**src/rtl/rf_pkg.sv**
```systemverilog
// Shared register-file types and defaults: widths, the hardwired zero index, and sweep FSM states.
package rf_pkg;

  localparam int DATA_WIDTH = 32;
  localparam int ADDR_WIDTH = 5;
  localparam int ZERO_REG   = 0;

  typedef enum logic [0:0] {
    RF_INIT  = 1'b0,
    RF_READY = 1'b1
  } rf_state_t;

endpackage

```
**src/rtl/rf_init_sweeper.sv**
```systemverilog
// Post-reset clear sequencer: it emits one zero-write address per cycle for 2**ADDR_WIDTH cycles.
// regFileReady rises on the edge that clears the last entry. There is no backpressure, and reset restarts the sweep.
module rf_init_sweeper
  import rf_pkg::*;
#(
  parameter int ADDR_WIDTH = rf_pkg::ADDR_WIDTH
) (
  input  logic                  clk,
  input  logic                  reset,
  output logic                  sweepWe,
  output logic [ADDR_WIDTH-1:0] sweepAddr,
  output logic                  regFileReady
);

  rf_state_t             state;
  logic [ADDR_WIDTH-1:0] sweepPtr;

  always_ff @(posedge clk) begin
    if (reset) begin
      state    <= RF_INIT;
      sweepPtr <= '0;
    end else if (state == RF_INIT) begin
      // The pointer wraps to 0 on the final clear, so it is clean if reset re-enters INIT later.
      sweepPtr <= sweepPtr + 1'b1;
      if (sweepPtr == {ADDR_WIDTH{1'b1}}) begin
        state <= RF_READY;
      end
    end
  end

  assign sweepWe      = (state == RF_INIT) && !reset;
  assign sweepAddr    = sweepPtr;
  assign regFileReady = (state == RF_READY);

endmodule

```
**src/rtl/register_file_unit.sv**
```systemverilog
// 32-entry GPR file with two combinational read ports, one synchronous write port and a hardwired zero in r0.
// Storage is cleared by a sweep after reset. Reads return 0 and writes are dropped until regFileReady is high.
module register_file_unit
  import rf_pkg::*;
#(
  parameter int DATA_WIDTH = rf_pkg::DATA_WIDTH,
  parameter int ADDR_WIDTH = rf_pkg::ADDR_WIDTH,
  parameter bit BYPASS_EN  = 1'b1
) (
  input  logic                  clk,
  input  logic                  reset,
  input  logic [ADDR_WIDTH-1:0] readReg1,
  input  logic [ADDR_WIDTH-1:0] readReg2,
  output logic [DATA_WIDTH-1:0] readData1,
  output logic [DATA_WIDTH-1:0] readData2,
  input  logic                  regWrite,
  input  logic [ADDR_WIDTH-1:0] writeReg,
  input  logic [DATA_WIDTH-1:0] writeData,
  output logic                  regFileReady
);

  localparam int DEPTH = 2 ** ADDR_WIDTH;
  localparam logic [ADDR_WIDTH-1:0] ZERO_IDX = ADDR_WIDTH'(ZERO_REG);

  logic [DATA_WIDTH-1:0] mem [DEPTH];
  logic                  sweepWe;
  logic [ADDR_WIDTH-1:0] sweepAddr;
  logic                  userWe;

  rf_init_sweeper #(
    .ADDR_WIDTH (ADDR_WIDTH)
  ) u_sweeper (
    .clk          (clk),
    .reset        (reset),
    .sweepWe      (sweepWe),
    .sweepAddr    (sweepAddr),
    .regFileReady (regFileReady)
  );

  assign userWe = regFileReady && !reset && regWrite && (writeReg != ZERO_IDX);

  // Single write port shared between the clear sweep and user writes, so the array stays BRAM/LUTRAM-friendly.
  always_ff @(posedge clk) begin
    if (sweepWe) begin
      mem[sweepAddr] <= '0;
    end else if (userWe) begin
      mem[writeReg] <= writeData;
    end
  end

  function automatic logic [DATA_WIDTH-1:0] read_port(input logic [ADDR_WIDTH-1:0] idx);
    logic [DATA_WIDTH-1:0] val;
    val = '0;
    if (!regFileReady || idx == ZERO_IDX) begin
      val = '0;
    end else if (BYPASS_EN && regWrite && writeReg == idx) begin
      val = writeData;
    end else begin
      val = mem[idx];
    end
    return val;
  endfunction

  always_comb begin
    readData1 = read_port(readReg1);
    readData2 = read_port(readReg2);
  end

endmodule
```
**config.mk**
```make
export PLATFORM = sky130hd
export DESIGN_NAME = register_file_unit
export DESIGN_NICKNAME = d
export VERILOG_FILES = /design/src/rtl/rf_pkg.sv /design/src/rtl/rf_init_sweeper.sv /design/src/rtl/register_file_unit.sv
export SDC_FILE = /design/constraint.sdc
export NUM_CORES = 1
export LEC_CHECK = 0
export CORE_MARGIN = 4
export CORE_UTILIZATION = 30
export DETAILED_ROUTE_END_ITERATION = 7
export PLACE_DENSITY = 0.54
export SYNTH_ARGS = -nofsm -noshare
export SYNTH_HDL_FRONTEND = slang
export SYNTH_SLANG_ARGS = --single-unit
```
**constraint.sdc**
```tcl
create_clock -name clk -period 3.8 [get_ports clk]
set_clock_uncertainty 0.1 [all_clocks]
set_input_delay 0.76 -clock clk [delete_from_list [all_inputs] [get_ports clk]]
set_output_delay 0.76 -clock clk [all_outputs]
set_load 0.02 [all_outputs]
```
==> results.ini <==
[setup_path]
path_delay_family = buffers and inverters
required_ns = 2.94
cp-start-kind = input pin
crit_path_max_incr_delay_ns = 0.55
cpMostUsedCell = buf_16
cp.arrival_ns = 2.95
critical_path.cell_chain = buf_16, buf_16, mux4_2, a22oi_1, buf_4, a21oi_1, a221o_1, dlygate4sd2_1
critPathBufInv = 4
path_max_fanout = 20
worstSetupEndpointType = primary output
cpMaxStageDelayCell = mux4_2
crit_type = input pin to primary output

[status]
failed_checks = negative setup slack
status = finished, violations left

[grt]
grt_max_degree = 39
antenna_found_initial = 11
grt_pass1_vias = 32880
track_usage = 0.203
grt_overflow = 0
grt_pass1_wl_mm = 246

[synthesis]
synth_edf_count = 1024
synth_common_cells = 1024 x edfxtp_1, 442 x mux2i_1, 294 x mux4_2
synthTopCellsByArea = edfxtp_1 62%, mux4_2 13%, mux2i_1 9.0%
seq_area_frac_synth = 0.627
post-synth-top-count-cell = edfxtp_1
synth_top_cell_by_area = edfxtp_1
synth_ff_type = edfxtp_1
ys_types = 56
synthCells = 2867
ys_ff_latch = 1030
synth_top_area_share = 0.624
ys_async_sr_fraction = 0
synthesis.nets = 2919
syn_area_per_cell_um2 = 17.2
netlist_area_mm2 = 0.0492
yosys_warnings = 0

[final_layout]
final_nets = 3532
layout-drive-gt1-share = 0.357
area_growth_pct = 28.1

[sta]
fmax_ghz = 0.263
final-setup-viol-count = 2
rsz0062_at_grt = true
post-route-period-util = 1.00
finalHoldViolations = 0
final_max_slew_viol_count = 0
tns_ns = -0.0116
worst_slew_pin_slew_ns = 1.19
fin_ws_ns = -0.00782
relSlewSlack = 0.205
period_needed_ns = 3.81

[hold_path]
hp-class = flip-flop to flip-flop

[power_and_ir_drop]
p_seq_frac = 0.477
combPwrFrac = 0.097
p_sw_frac = 0.229
power-per-cell-area_mw_per_mm2 = 412
ir_worst_vdd_mv = 0.378
internal_power_mw = 20.1
power_frac_clock = 0.426
switchingPower_mw = 5.95
power_leakage_nw = 23.5

[drt]
drtPass1Iterations = 6
route.met2.wl_mm = 80.1
wl_met1_mm = 74.8
drt_iter0_drc = 4322
ant_nets = 0
top_layer_used = met5
wl_per_cell_um = 31.3
wirelength_mm = 180
num_vias = 33024
vias_per_cell = 5.75
wl_met3_mm = 20.0
route.detailed.drc = 0

[floorplan]
coreArea_mm2 = 0.163
rows = 148
die_x_um = 413
ios = 115
start_util = 0.302
dieArea_mm2 = 0.171
die_y_um = 413

[clocking]
cts.htree.levels = 3
cts_tree = done
clock-sinks = 1030
path_clk_slew_ns = 0.07
clock-root-buffer = clkbuf_16
clock_latency_ns = 0.72
cts_buffers = 107
clk_path_buf_depth = 3

[placed_design]
pre_cts_ws_ns = -0.453
dp_hpwl_mm = 113
gp_routability_congestion = 0.840
io_buffer_count = 114

[run]
cap_violations = 0

-- per-stage QoR --
| stage | instances | cell area [µm²] | utilization | total power [mW] | hold WS (ns) |
|---|---|---|---|---|---|
| 2_1_floorplan | 2867 | 49300 | - | 13.8 | 0.383 |
| 3_3_place_gp | 5461 | 57800 | 0.355 | 14.9 | 0.409 |
| 3_5_place_dp | 5461 | 57800 | 0.355 | 14.9 | 0.410 |
| 4_1_cts | 5689 | 62300 | 0.382 | 26.0 | 0.423 |
| 5_1_grt | 5739 | 63100 | 0.387 | 26.8 | 0.443 |
| 6_report | 5745 | 63100 | 0.387 | 26.0 | 0.428 |
-- worst paths after layout --
path | start | end | slack, ns | cells after the start
setup / recovery | readReg1[0] | readData1[13] | -0.008 | 8
hold / removal | u_sweeper.sweepAddr[0]$_SDFFE_PP0N_ | u_sweeper.sweepAddr[0]$_SDFFE_PP0N_ | 0.43 | 2
setup reg to reg | u_sweeper.regFileReady$_SDFF_PP0_ | mem[23][26]$_DFFE_PP_ | 0.66 | 8
hold reg to reg | u_sweeper.sweepAddr[0]$_SDFFE_PP0N_ | u_sweeper.sweepAddr[0]$_SDFFE_PP0N_ | 0.43 | 2
-- layout make-up --
cell class,instances,area (µm²)
fillers,15037,99900
repair buffers,743,8100
clock inverters,71,888
well taps,2175,2720
flip-flops and latches,1030,30900
clock buffers,122,2730
diodes,6,15.0
multi-input cells,1592,17700
inverters,6,27.5
-- state kept, by name, indices dropped and copies added, names as in the netlist --
register,flops
mem,1024
u_sweeper.regFileReady,1
u_sweeper.sweepAddr,5
-- power groups by stage --
stage / sequential (mW) / clock (mW) / combinational [mW]
4_1_cts: 12.4 / 11.2 / 2.38
5_1_grt: 12.4 / 11.8 / 2.61
6_report: 12.4 / 11.1 / 2.52
3_3_place_gp: 12.6 / 0 / 2.27
2_1_floorplan: 12.6 / 0 / 1.13
3_5_place_dp: 12.6 / 0 / 2.27
-- cell families after synthesis --
logic type / count (synthesis) / synth area share
fa+ha+maj: 2 / 0.000508
buf+inv: 245 / 0.0270
compound gates: 648 / 0.0986
xor+xnor: 12 / 0.00213
simple gates: 192 / 0.0202
mux: 738 / 0.225
flops: 1030 / 0.627
-- what timing repair did --
item / 4_1_cts / 5_1_grt
pin swaps: 9 / 19
gates resized for setup: 240 / 92
endpoints found under the setup margin: 64 / 58
endpoints found under the hold margin: 0 / 0
cloned: 10 / 8
hold buffers: 0 / 0
setup buffers: 28 / 43
-- routing by layer --
metal / up-vias / track usage
li1: 13499 / -
met3: 314 / 0.0571
met5: - / 0
met2: 1902 / 0.310
met1: 17305 / 0.285
met4: 4 / 0.0516
-- worst reg2reg max path: stages (launching register included) --
cell	delay (ns)
dfxtp_1	0.50
buf_4	0.26
and3b_1	0.22
a21boi_4	0.35
buf_4	0.21
nor3b_1	0.05
a41oi_1	0.82
nor2_4	0.10
buf_12	0.23
-- cells in the final DEF (no fill, tap or decap), types with 13 or more instances in the layout --
| cell | synthesis | layout |
|---|---|---|
| buf_16 | 0 | 19 |
| mux2i_1 | 442 | 440 |
| a21oi_1 | 129 | 111 |
| a221oi_1 | 187 | 161 |
| nand2b_1 | 34 | 33 |
| a22oi_1 | 63 | 58 |
| mux4_2 | 294 | 294 |
| buf_12 | 0 | 135 |
| clkinv_2 | 0 | 18 |
| o22a_1 | 31 | 31 |
| a221oi_2 | 0 | 26 |
| buf_4 | 21 | 450 |
| and2_1 | 32 | 32 |
| nor3_1 | 36 | 33 |
| buf_2 | 64 | 32 |
| clkinv_1 | 0 | 17 |
| edfxtp_1 | 1024 | 1024 |
| clkbuf_1 | 108 | 15 |
| dlygate4sd2_1 | 0 | 13 |
| nor2_4 | 0 | 36 |
| clkdlybuf4s50_1 | 0 | 35 |
| o21ai_1 | 19 | 14 |
| buf_6 | 33 | 25 |
| nand2_1 | 21 | 19 |
| bufinv_16 | 0 | 20 |
| o21ai_0 | 46 | 44 |
| a21boi_1 | 25 | 26 |
| clkbuf_16 | 0 | 116 |
| a211o_1 | 31 | 31 |
| a21oi_2 | 0 | 14 |
| o21bai_1 | 32 | 31 |
| a221o_1 | 32 | 31 |
| a22o_1 | 31 | 31 |
Power figures use the tool's default switching activity.
